$ cat config.mk
export PLATFORM = sky130hd
export DESIGN_NAME = vga_fifo_fetch_flat
export DESIGN_NICKNAME = d
export VERILOG_FILES = /design/src/rtl/vga_fifo_fetch_if.sv /design/src/rtl/vga_fifo_fetch.sv /design/src/flat_wrapper.sv
export SDC_FILE = /design/constraint.sdc
export NUM_CORES = 1
export LEC_CHECK = 0
export ABC_CLOCK_PERIOD_IN_PS = 6990
export CORE_MARGIN = 3
export CORE_UTILIZATION = 58
export CTS_BUF_LIST = sky130_fd_sc_hd__clkbuf_8
export CTS_CLUSTER_SIZE = 30
export DETAILED_ROUTE_END_ITERATION = 10
export PLACE_DENSITY = 0.74
export SLEW_MARGIN = 10
export SYNTH_ARGS = -nofsm -noshare
export SYNTH_HDL_FRONTEND = slang
export SYNTH_SLANG_ARGS = --single-unit
$ cat constraint.sdc
create_clock -name clk -period 6.99 [get_ports clk]
set_input_delay 0.699 -clock clk [delete_from_list [all_inputs] [get_ports clk]]
set_output_delay 0.699 -clock clk [all_outputs]
set_load 0.05 [all_outputs]
$ cat src/rtl/vga_fifo_fetch_if.sv
// Bus-fetch and display-byte signal bundle for vga_fifo_fetch.
// master = the fetch block, slave = bus responder / display stage.
interface vga_fifo_fetch_if;
    logic [29:0] base_addr;
    logic        vga_vsync;
    logic        addr_strobe;
    logic [29:0] addr;
    logic        data_ready;
    logic [31:0] data_in;
    logic [7:0]  dispData;
    logic        rd;
    logic        underrun;

    modport master (
        input  base_addr, vga_vsync, data_ready, data_in, rd,
        output addr_strobe, addr, dispData, underrun
    );

    modport slave (
        output base_addr, vga_vsync, data_ready, data_in, rd,
        input  addr_strobe, addr, dispData, underrun
    );
endinterface

$ cat src/rtl/vga_fifo_fetch.sv
// Framebuffer prefetch: reads FRAME_WORDS words per frame into a small FIFO and
// serves them one byte at a time. Optional sticky underrun flag: VGA_FIFO_UNDERRUN_FLAG_EN.
module vga_fifo_fetch #(
    parameter int FIFO_DEPTH  = 16,
    parameter int FRAME_WORDS = 9600
) (
    input  logic             clk,
    input  logic             reset_n,
    vga_fifo_fetch_if.master bus
);
    localparam int PTR_W = $clog2(FIFO_DEPTH);
    localparam int CNT_W = PTR_W + 1;
    localparam int WC_W  = $clog2(FRAME_WORDS + 1);
    localparam logic [CNT_W-1:0] DEPTH_C = CNT_W'(FIFO_DEPTH);
    localparam logic [WC_W-1:0]  WORDS_C = WC_W'(FRAME_WORDS);

    typedef enum logic [1:0] {S_IDLE, S_REQ, S_DRAIN} state_t;
    state_t r_state, w_state_next;

    logic             r_vs_meta, r_vs_sync, r_vs_prev;
    logic             w_frame_start;
    logic [29:0]      r_addr, r_pend_base;
    logic [WC_W-1:0]  r_word_cnt, w_word_cnt_next;
    logic             r_frame_active;
    logic [31:0]      r_mem [FIFO_DEPTH];
    logic [PTR_W-1:0] r_wr_ptr, r_rd_ptr;
    logic [CNT_W-1:0] r_count, w_count_next;
    logic [1:0]       r_byte_sel, w_byte_sel_next;
    logic [7:0]       r_disp, w_disp_next;
    logic [31:0]      w_head_next;
    logic             w_push, w_pop, w_advance, w_can_fetch, w_ack, w_strobe;

    always_ff @(posedge clk or negedge reset_n) begin
        if (!reset_n) begin
            r_vs_meta <= 1'b1;
            r_vs_sync <= 1'b1;
            r_vs_prev <= 1'b1;
        end else begin
            r_vs_meta <= bus.vga_vsync;
            r_vs_sync <= r_vs_meta;
            r_vs_prev <= r_vs_sync;
        end
    end

    assign w_frame_start = r_vs_prev & ~r_vs_sync;
    assign w_ack         = bus.data_ready && (r_state != S_IDLE);
    assign w_push        = (r_state == S_REQ) && bus.data_ready && !w_frame_start;
    assign w_advance     = bus.rd && (r_count != '0) && !w_frame_start;
    assign w_pop         = w_advance && (r_byte_sel == 2'd3);

    always_comb begin
        w_count_next    = r_count;
        w_word_cnt_next = r_word_cnt;
        w_byte_sel_next = r_byte_sel;
        if (w_frame_start) begin
            w_count_next    = '0;
            w_word_cnt_next = '0;
            w_byte_sel_next = 2'd0;
        end else begin
            if (w_push && !w_pop)
                w_count_next = r_count + CNT_W'(1);
            else if (w_pop && !w_push)
                w_count_next = r_count - CNT_W'(1);
            if (w_push)
                w_word_cnt_next = r_word_cnt + WC_W'(1);
            if (w_advance)
                w_byte_sel_next = r_byte_sel + 2'd1;
        end
    end

    // dispData is registered, so pick the byte the FIFO will present after this edge.
    always_comb begin
        w_head_next = r_mem[r_rd_ptr];
        if (r_count == '0)
            w_head_next = bus.data_in;
        else if (w_pop)
            w_head_next = (r_count == CNT_W'(1)) ? bus.data_in : r_mem[r_rd_ptr + PTR_W'(1)];
        w_disp_next = 8'h00;
        if (!w_frame_start && (w_count_next != '0)) begin
            case (w_byte_sel_next)
                2'd0:    w_disp_next = w_head_next[7:0];
                2'd1:    w_disp_next = w_head_next[15:8];
                2'd2:    w_disp_next = w_head_next[23:16];
                default: w_disp_next = w_head_next[31:24];
            endcase
        end
    end

    // The post-push count already includes the word in flight, so REQ may chain into REQ.
    assign w_can_fetch = r_frame_active && !w_frame_start &&
                         (w_count_next < DEPTH_C) && (w_word_cnt_next < WORDS_C);

    always_comb begin
        w_state_next = r_state;
        w_strobe     = 1'b0;
        case (r_state)
            S_IDLE: begin
                if (w_can_fetch)
                    w_state_next = S_REQ;
            end
            S_REQ: begin
                w_strobe = 1'b1;
                if (bus.data_ready)
                    w_state_next = w_can_fetch ? S_REQ : S_IDLE;
                else if (w_frame_start)
                    w_state_next = S_DRAIN;
            end
            S_DRAIN: begin
                w_strobe = 1'b1;
                if (bus.data_ready)
                    w_state_next = S_IDLE;
            end
            default: w_state_next = S_IDLE;
        endcase
    end

    always_ff @(posedge clk or negedge reset_n) begin
        if (!reset_n) begin
            r_state        <= S_IDLE;
            r_addr         <= '0;
            r_pend_base    <= '0;
            r_frame_active <= 1'b0;
            r_word_cnt     <= '0;
            r_count        <= '0;
            r_byte_sel     <= 2'd0;
            r_wr_ptr       <= '0;
            r_rd_ptr       <= '0;
            r_disp         <= 8'h00;
        end else begin
            r_state    <= w_state_next;
            r_word_cnt <= w_word_cnt_next;
            r_count    <= w_count_next;
            r_byte_sel <= w_byte_sel_next;
            r_disp     <= w_disp_next;
            if (w_frame_start) begin
                r_frame_active <= 1'b1;
                r_wr_ptr       <= '0;
                r_rd_ptr       <= '0;
            end else begin
                if (w_push)
                    r_wr_ptr <= r_wr_ptr + PTR_W'(1);
                if (w_pop)
                    r_rd_ptr <= r_rd_ptr + PTR_W'(1);
            end
            // A request still waiting for its ack keeps the old address; the new base waits aside.
            if (w_frame_start) begin
                if ((r_state != S_IDLE) && !bus.data_ready)
                    r_pend_base <= bus.base_addr;
                else
                    r_addr <= bus.base_addr;
            end else if (w_ack) begin
                r_addr <= (r_state == S_REQ) ? r_addr + 30'd1 : r_pend_base;
            end
        end
    end

    always_ff @(posedge clk) begin
        if (w_push)
            r_mem[r_wr_ptr] <= bus.data_in;
    end

`ifdef VGA_FIFO_UNDERRUN_FLAG_EN
    logic r_underrun;
    always_ff @(posedge clk or negedge reset_n) begin
        if (!reset_n)
            r_underrun <= 1'b0;
        else if (w_frame_start)
            r_underrun <= 1'b0;
        else if (bus.rd && (r_count == '0))
            r_underrun <= 1'b1;
    end
    assign bus.underrun = r_underrun;
`else
    assign bus.underrun = 1'b0;
`endif

    assign bus.addr_strobe = w_strobe;
    assign bus.addr        = r_addr;
    assign bus.dispData    = r_disp;
endmodule

$ cat src/flat_wrapper.sv
// flat-port wrapper written by rule: the top's interface ports become plain ports
module vga_fifo_fetch_flat 
#(
    parameter int FIFO_DEPTH  = 16,
    parameter int FRAME_WORDS = 9600
)
  (clk, reset_n, bus_base_addr, bus_vga_vsync, bus_data_ready, bus_data_in, bus_rd, bus_addr_strobe, bus_addr, bus_dispData, bus_underrun);
  vga_fifo_fetch_if bus_i ();
  input  logic clk;
  input  logic reset_n;
  input wire logic [$bits(bus_i.base_addr)-1:0] bus_base_addr;
  input wire logic [$bits(bus_i.vga_vsync)-1:0] bus_vga_vsync;
  input wire logic [$bits(bus_i.data_ready)-1:0] bus_data_ready;
  input wire logic [$bits(bus_i.data_in)-1:0] bus_data_in;
  input wire logic [$bits(bus_i.rd)-1:0] bus_rd;
  output wire logic [$bits(bus_i.addr_strobe)-1:0] bus_addr_strobe;
  output wire logic [$bits(bus_i.addr)-1:0] bus_addr;
  output wire logic [$bits(bus_i.dispData)-1:0] bus_dispData;
  output wire logic [$bits(bus_i.underrun)-1:0] bus_underrun;
  assign bus_i.base_addr = bus_base_addr;
  assign bus_i.vga_vsync = bus_vga_vsync;
  assign bus_i.data_ready = bus_data_ready;
  assign bus_i.data_in = bus_data_in;
  assign bus_i.rd = bus_rd;
  assign bus_addr_strobe = bus_i.addr_strobe;
  assign bus_addr = bus_i.addr;
  assign bus_dispData = bus_i.dispData;
  assign bus_underrun = bus_i.underrun;
  vga_fifo_fetch #(.FIFO_DEPTH(FIFO_DEPTH), .FRAME_WORDS(FRAME_WORDS)) u_core (.clk(clk), .reset_n(reset_n), .bus(bus_i));
endmodule
Word level (Yosys, flattened, before mapping)
Memories as Yosys holds them, arrays and structs flattened.
Index checks and enable logic that the tools add are counted.
Word-level totals
  memories: 1
  register bits: 103
  bits in writable memories: 512
Memory list
  u_core.r_mem: words 16, width 32, rd ports 2, clocked after memory_dff 0, wr ports 1, RTL line vga_fifo_fetch.sv:25  | logic [31:0] r_mem [FIFO_DEPTH];
Cells by class
  bitwise operators: 2
  reduce and logical (&&, ||, !) cells: 30
  equal/unequal tests: 10
  add/sub/neg operators: 7
  order comparisons: 2
  multiplexer cells: 29
Operators with widths (number)
  $mux W30: 4
  $mux W32: 3
  $add A30 B1 Y30 const B: 1
  $mux W14: 2
  $pmux W8 S3: 1
  $mux W4: 4
  $mux W5: 3
  $add A14 B1 Y14 const B: 1
  $lt A14 B14 Y1 const B: 1
  $logic_and A1 B1 Y1: 13
  $mux W2: 6
  $reduce_bool A5 Y1: 2
  $add A4 B1 Y4 const B: 2
  $mux W8: 1
  $reduce_bool A2 Y1: 4
  $eq A2 B2 Y1 const B: 3
  $pmux W2 S3: 1
  $add A5 B1 Y5 const B: 1
  $eq A5 B1 Y1 const B: 1
  $logic_not A5 Y1: 1
  $lt A5 B5 Y1 const B: 1
  $sub A5 B1 Y5 const B: 1
  $eq A2 B1 Y1 const B: 2
  $logic_not A1 Y1: 4
  11 further kinds: 17

Depth between registers and ports, before layout
Gate-level depths: netlist (run 1).
  word-level depth: 15
  depth in mapped cells: 11
  mapped depth without buffers: 10

Worst setup path after synthesis (run 1)
Ideal clock, no wire load.
  path kind: input-to-reg
  start point: input port bus_data_ready
  end point: memory u_core.r_mem[5][0] (enable)
  path slack: 2.866 ns
  stages on the path: 5
  library setup time: 0.461 ns
  arrival: 3.663 ns
  buffers on the path: 1
  cell sequence: clkbuf_1 -> nand2_1 -> nor2_1 -> nand2_1 -> nor3_1
On the way
  word-level cells in the longest chain between the ends: 4
RTL lines
  start, declared: RTL line flat_wrapper.sv:13  | input wire logic [$bits(bus_i.data_ready)-1:0] bus_data_ready;
  $logic_and A1 B1 Y1 (2 in series): RTL line vga_fifo_fetch.sv:47  | assign w_push = (r_state == S_REQ) && bus.data_ready && !w_frame_start;
  $mux W1: RTL line vga_fifo_fetch.sv:158  | if (w_push)
  $mux W1 (implied by the code): RTL line vga_fifo_fetch.sv:159  | r_mem[r_wr_ptr] <= bus.data_in;
  end, declared: RTL line vga_fifo_fetch.sv:25
Every way passes these cells.

Worst setup path after layout (run 1)
  start point: register u_core.r_rd_ptr[1]
  end point: register u_core.r_disp[7] (netlist: u_core.bus.dispData[7])
On the way
  word-level cells in the longest chain between the ends: 7
RTL lines
  start, declared: RTL line vga_fifo_fetch.sv:26  | logic [PTR_W-1:0] r_wr_ptr, r_rd_ptr;
  start signal, assigned: RTL line vga_fifo_fetch.sv:143  | r_rd_ptr <= r_rd_ptr + PTR_W'(1);
  $add A4 B1 Y4: RTL line vga_fifo_fetch.sv:77  | w_head_next = (r_count == CNT_W'(1)) ? bus.data_in : r_mem[r_rd_ptr + PTR_W'(1)];
  $mem_v2 Z16 W32 *
  $mux W32: RTL line vga_fifo_fetch.sv:77
  $mux W32 *: RTL line vga_fifo_fetch.sv:76  | else if (w_pop)
  $mux W32 *: RTL line vga_fifo_fetch.sv:74  | if (r_count == '0)
  $pmux W8 S3 *: RTL line vga_fifo_fetch.sv:80  | case (w_byte_sel_next)
  $mux W8 *: RTL line vga_fifo_fetch.sv:79  | if (!w_frame_start && (w_count_next != '0)) begin
  net u_core.w_disp_next[7]: RTL line vga_fifo_fetch.sv:29  | logic [7:0] r_disp, w_disp_next;
  end signal, assigned: RTL line vga_fifo_fetch.sv:134  | r_disp <= w_disp_next;
  end, declared: RTL line vga_fifo_fetch.sv:29
Mark *: on every way through the listed nets, which the timed path passes. The rest lies on a longest branch.
A chain may end at the register's enable or synchronous reset.

==> results of run 1 <==
-- worst max-delay path by stage --
| stage | endpoint | slack, ns | depth (start not counted) |
|---|---|---|---|
| after floorplan | u_core.r_mem[5][0] | 2.87 | 5 |
| after global placement | u_core.bus.dispData[7] | 2.86 | 7 |
| after detailed placement | u_core.bus.dispData[1] | 2.84 | 8 |
| after CTS | u_core.bus.dispData[7] | 2.89 | 7 |
| after global routing | u_core.bus.dispData[7] | 2.65 | 8 |
| final | u_core.bus.dispData[7] | 2.91 | 7 |
-- stage by stage --
| stage | instance area [sq um] | worst slack [ns] | instances | utilization, % | hold WS [ns] |
|---|---|---|---|---|---|
| 2_1_floorplan | 29600 | 2.87 | 1832 | - | 0.345 |
| 3_3_place_gp | 31400 | 2.86 | 2531 | 62.5 | 0.354 |
| 3_5_place_dp | 31400 | 2.84 | 2532 | 62.5 | 0.353 |
| 4_1_cts | 33400 | 2.89 | 2714 | 66.5 | 0.365 |
| 5_1_grt | 33400 | 2.65 | 2714 | 66.5 | 0.369 |
| 6_report | 33400 | 2.91 | 2714 | 66.5 | 0.362 |
-- routing by layer --
metal / share of wire (%) / wire (microns) / vias to the layer above
met5: 0.039 / 29 / -
met1: 38 / 28300 / 9517
met2: 48 / 36400 / 1123
met4: 3.7 / 2790 / 4
met3: 10 / 7690 / 205
li1: - / - / 7674
-- layout make-up --
type                       instances  area [sq um]
fill                            3409         16900
multi-input combinational       1058         11100
timing repair buffer             160          1460
tap                              672           841
sequential                       615         18000
clock buffer                     109          1500
inverter                          28           105
clock inverter                    72           464
-- flip-flops by register name, indices dropped and copies added, names as in the netlist --
name / flops
u_core.r_vs_sync: 1
u_core.r_byte_sel: 2
u_core.r_count: 5
u_core.r_word_cnt: 14
u_core.bus.dispData: 8
u_core.bus.addr: 30
u_core.r_vs_meta: 1
u_core.r_frame_active: 1
u_core.r_pend_base: 30
u_core.r_rd_ptr: 4
u_core.r_mem: 512
u_core.r_wr_ptr: 4
u_core.r_vs_prev: 1
u_core.r_state: 2
-- logic make-up (layout without fill, tap and decap cells) --
family / count (synthesis) / after routing / share of synthesized area (%)
DFF: 615 / 615 / 60.7
AOI/OAI and AO/OA: 217 / 217 / 4.82
buffers and inverters: 159 / 369 / 2.50
adders and majority gates: 15 / 15 / 0.634
and+or+nand+nor: 438 / 438 / 6.80
other: 1 / 1 / 0.0127
muxes: 339 / 339 / 23.1
xor gates and xnor gates: 48 / 48 / 1.45
-- worst register-to-register path: cells and delay by family (launching register included) --
family                 cells  cell delay, ns
flip-flops                 1            0.82
multiplexers               2            1.09
AO/OA/AOI/OAI              3            0.58
buffers and inverters      2            1.48
-- Yosys cell counts, drive strengths merged, types with 3 or more instances --
cell type,count
a22oi,7
o22ai,16
edfxtp,512
a211oi,36
buf,84
nand2,188
nand3,98
mux2,30
a311oi,6
xnor2,33
xor2,15
nor2,71
a31oi,5
and2,11
dfrtp,100
o211ai,6
a221oi,5
nor4,3
mux4,273
o211a,7
inv,28
and4,4
ha,15
a32oi,7
mux2i,36
nor3,22
and3,4
a2111oi,3
o21ai,41
clkbuf,47
or3,9
nand4,11
dfstp,3
a21oi,62
-- power by group --
group          switching [mW]  internal (mW)  total [mW]
clock network            1.46           1.63        3.08
logic                    1.99           1.38        3.37
registers               0.283           4.30        4.58
==> impl_metrics.toml, run 1 <==
[die]
start_util_pct = 58.9
dieArea_sq_mm = 0.0538
pin_count = 107
coreArea_sq_mm = 0.0503
rows = 82
die_y_microns = 232
die_x_microns = 232

[power]
p_leak_nw = 11.1
total_power_mw = 11.0
p_per_area_mw_per_mm2 = 330
ir_drop_mv = 0.250

[sta]
skew_ns = 0.0433
max-slew-margin-rel_pct = 3.15
setup_violations = 0
finalCriticalPeriod_ns = 4.08
post-route-period-util_pct = 58.4
rsz0062_at_grt = "false"
clock.fmax_ghz = 0.245
slew_violations = 0
worst_pin_slew_ns = 1.45
tns_ns = 0
hold_violations = 0

[logic_synthesis]
syn-num-nets = 1914
yosys-top-cells-area = "edfxtp_1, mux4_2, dfrtp_1"
yosys_warnings = 0
synth_area_sq_mm = 0.0296
ys.flop_type = "edfxtp_1"
yosysTopAreaCellShare_pct = 51.9
ys_seq_elements = 615
yosysSeqAreaShare_pct = 60.7
async_flop_share_pct = 16.7
yosysUniqueCellTypes = 70
post-synth-top-area-cell = "edfxtp_1"
synth_enable_flop_cells = 512
avgSynthCellArea_sq_um = 16.2
synthCells = 1832

[run]
maxCapViolCount = 0

[clock_tree]
clock_path_buffers = 3
cts-root-buf = "clkbuf_8"
tritoncts = "built"
clk_pin_slew_ns = 0.07
cts.sinks = 615
cts_resized = 0
cts_hold_buffers = 1
clk_latency_ns = 0.70
cts_setup_buffers = 0
htree_levels = 3
cts_buffers = 99

[hold_path]
min_to = "u_core.r_vs_sync"
holdPathStages = 0
hp-class = "flip-flop to flip-flop"
worstHoldStart = "u_core.r_vs_meta"

[grt]
met2_usage_pct = 45.2
globalRoute.totalOverflow = 0
grt_use_total_pct = 28.6
grt_pass1_wl_microns = 115000
gr-max-usage-layer = "met2"
met3_usage_pct = 6.37
grt_max_degree = 64
use_met1_pct = 39.4
grt_pass1_vias = 18900
antenna_found_initial = 3

[cells_and_area]
antennaDiodeCount = 0
drive_above_1_share_pct = 26.3
final_common_cell = "edfxtp_1"
final_cell_mix = "edfxtp_1, mux4_2, nand2_1"
area_growth_pct = 12.9
nNetsFinal = 2044

[outcome]
status = "complete, no violations"

[worst_setup_path]
crit_path_cell_trace = "buf_4 -> buf_4 -> mux4_2 -> mux4_2 -> a221oi_1 -> a22oi_1 -> o211a_1"
ff2ff_path_depth = 7
rr_startpoint = "u_core.r_rd_ptr[1]"
end_kind = "flip-flop"
worst_r2r_endpoint = "u_core.bus.dispData[7]"
crit_family = "buffers and inverters"
crit_fanout = 51
cp-start-kind = "flip-flop"
crit_start = "u_core.r_rd_ptr[1]"
criticalPathCategory = "flip-flop to flip-flop"
crit_slowest_cell = "dfrtp_4"
reg2reg_setup_slack_ns = 2.91
cp_slowest_stage_delay_ns = 0.82
crit_required_ns = 7.57
crit_buf_inv = 2
worstPathArrival_ns = 4.66

[placement]
hpwl_microns = 44800
gp_congestion = 0.821
port_buffers = 105

[routing]
wl_per_cell_microns = 27.7
drt_first_pass_iters = 5
drc = 0
drt_wl_total_microns = 75200
ant_nets = 0
drt-initial-drc-count = 2413
vias = 18500
avgViaCountPerCell = 6.82
Power figures use the tool's default switching activity.
==> run 2, diff against run 1 <==
--- a/config.mk
+++ b/config.mk
@@ -5,13 +5,13 @@
 export SDC_FILE = /design/constraint.sdc
 export NUM_CORES = 1
 export LEC_CHECK = 0
-export ABC_CLOCK_PERIOD_IN_PS = 6990
+export ABC_CLOCK_PERIOD_IN_PS = 3300
 export CORE_MARGIN = 3
-export CORE_UTILIZATION = 58
+export CORE_UTILIZATION = 57
 export CTS_BUF_LIST = sky130_fd_sc_hd__clkbuf_8
 export CTS_CLUSTER_SIZE = 30
 export DETAILED_ROUTE_END_ITERATION = 10
-export PLACE_DENSITY = 0.74
+export PLACE_DENSITY = 0.76
 export SLEW_MARGIN = 10
 export SYNTH_ARGS = -nofsm -noshare
 export SYNTH_HDL_FRONTEND = slang
==> constraint.sdc (replaced) <==
create_clock -name clk -period 3.3 [get_ports clk]
set_input_delay 0.33 -clock clk [delete_from_list [all_inputs] [get_ports clk]]
set_output_delay 0.33 -clock clk [all_outputs]
set_load 0.05 [all_outputs]
==> run 2 against run 1 <==
Net effect: flip-flop and latch count is the same; die area grew 1.7%; clock skew shrank 0.0068 ns; non-clock buffer count grew 37; worst hold slack lost 0.31 ns; global-route usage grew 0.55 points; combinational power grew 130%; sequential share of layout area shrank 0.85 points.
==> impl_metrics.toml, run 2 (same netlist as run 1, synthesis figures left out) <==
[outcome]
status = "complete, no violations"

[routing]
wl_met2_microns = 37500
routed.top_layer = "met5"
drt-initial-drc-count = 2628
wl_met3_microns = 8080
drt-met1-wl_microns = 28100
drc = 0
wl_per_cell_microns = 28.2
ant_nets = 0
avgViaCountPerCell = 6.86
drt_wl_total_microns = 77800
vias = 18900
drt_first_pass_iters = 5

[power]
switching_power_mw = 7.95
seq_power_share_pct = 41.4
p_leak_nw = 11.3
p_per_area_mw_per_mm2 = 688
swShare_pct = 34.0
ir_drop_mv = 0.474
total_power_mw = 23.4
p_clk_share_pct = 26.1
p_int_mw = 15.4
power_frac_comb_pct = 32.5

[worst_setup_path]
cp-start-kind = "flip-flop"
worstPathArrival_ns = 3.89
end_kind = "flip-flop"
reg2reg_setup_slack_ns = 0.05
criticalPathCategory = "flip-flop to flip-flop"
crit_required_ns = 3.94
crit_fanout = 15

[clock_tree]
cts_buffers = 99
clk_pin_slew_ns = 0.06
cts_hold_buffers = 1
clk_latency_ns = 0.70
cts.sinks = 615
cts_resized = 0
clock_path_buffers = 3
cts_setup_buffers = 0
cts-root-buf = "clkbuf_8"
htree_levels = 3
tritoncts = "built"

[placement]
gp_congestion = 0.848
port_buffers = 105
hpwl_microns = 46700
dp.cells = 2569

[sta]
clock.fmax_ghz = 0.308
slew_violations = 0
worst_pin_slew_ns = 1.18
max-slew-margin-rel_pct = 20.6
rsz0062_at_grt = "false"
hold_violations = 0
post-route-period-util_pct = 98.5
setup_violations = 0
finalCriticalPeriod_ns = 3.25
skew_ns = 0.0365

[cells_and_area]
nNetsFinal = 2081
drive_above_1_share_pct = 27.0
fillers = 3391
regMostFlops = "u_core.r_mem"
largest_reg_flops = 512
final_cell_mix = "edfxtp_1, mux4_2, nand2_1"
final_common_cell = "edfxtp_1"
finalNonFillerCells = 2759
area_growth_pct = 14.7

[hold_path]
hp-class = "input port to flip-flop"

[grt]
grt_use_total_pct = 29.2
grt_pass1_vias = 19500
globalRoute.totalOverflow = 0
grt_max_degree = 72
grt_pass1_wl_microns = 118000
antenna_found_initial = 4

[die]
start_util_pct = 58.4
die_y_microns = 234
rows = 82
pin_count = 107
dieArea_sq_mm = 0.0547
die_x_microns = 234
coreArea_sq_mm = 0.0507

[run]
maxCapViolCount = 0
-- run 2: cell types whose count changed in the layout (fill, tap and decap cells not counted) --
cell	previous run	this run
buf_12	0	30
clkinv_1	15	23
buf_4	55	62
inv_1	56	63
bufinv_16	5	1
diode_2	0	4
clkinv_2	13	10
clkbuf_8	109	108
clkinv_8	1	0
clkinvlp_4	3	2
inv_6	3	2
-- run 2: routing by layer --
metal,vias up,track usage (%)
met5,-,0
met4,4,14.3
met3,289,6.77
met2,1229,45.6
met1,9626,39.2
li1,7768,-
-- run 2: area by class of cell --
| class | instances | area [sq um] | area share (%) |
|---|---|---|---|
| multi-input combinational | 1058 | 11100 | 32.6 |
| inverter | 28 | 105 | 0.310 |
| sequential | 615 | 18000 | 52.9 |
| timing repair buffer | 197 | 2120 | 6.24 |
| clock inverter | 77 | 353 | 1.04 |
| tap | 672 | 841 | 2.48 |
| clock buffer | 108 | 1490 | 4.38 |
| antenna | 4 | 10.0 | 0.0295 |
-- run 2: stage by stage --
step                instance area (sq um)  hold WS (ns)  setup WS, ns  setup TNS, ns  util, %
floorplan                           29600        0.0344        -0.734        -187.63        -
global placement                    32100         0.347         0.281              0     63.3
detailed placement                  32100         0.349         0.222              0     63.3
CTS                                 33900       0.00375         0.209              0     67.0
global route                        33900        0.0225        0.0182              0     67.0
finish                              33900        0.0566        0.0498              0     67.0
-- run 2: power by group through the flow --
stage	Sequential [mW]	Clock (mW)	Combinational, mW
final	9.67	6.09	7.60
after global routing	9.74	6.56	8.09
after CTS	9.66	6.20	7.57
after detailed placement	9.82	0	7.53
after global placement	9.77	0	7.37
after floorplan	10.4	0	4.34
-- run 2: critical path, stage by stage, from the launching register on --
cell and delay [ns]:
dfrtp_4 0.53, ha_4 0.21, xnor2_2 0.90, buf_4 0.39, nand2_1 0.09, nand3_1 0.09
nand3_1 0.14, a32oi_1 0.59, o211a_1 0.23
-- run 2: worst paths after layout --
path	from	end	cells after the start
max in group asynchronous	reset_n	u_core.bus.addr[17]	3
max	u_core.r_rd_ptr[0]	u_core.bus.dispData[3]	8
min in group asynchronous	reset_n	u_core.bus.dispData[3]	2
min reg2reg	u_core.r_vs_meta	u_core.r_vs_sync	0
max reg2reg	u_core.r_rd_ptr[0]	u_core.bus.dispData[3]	8
min	bus_vga_vsync	u_core.r_vs_meta	1
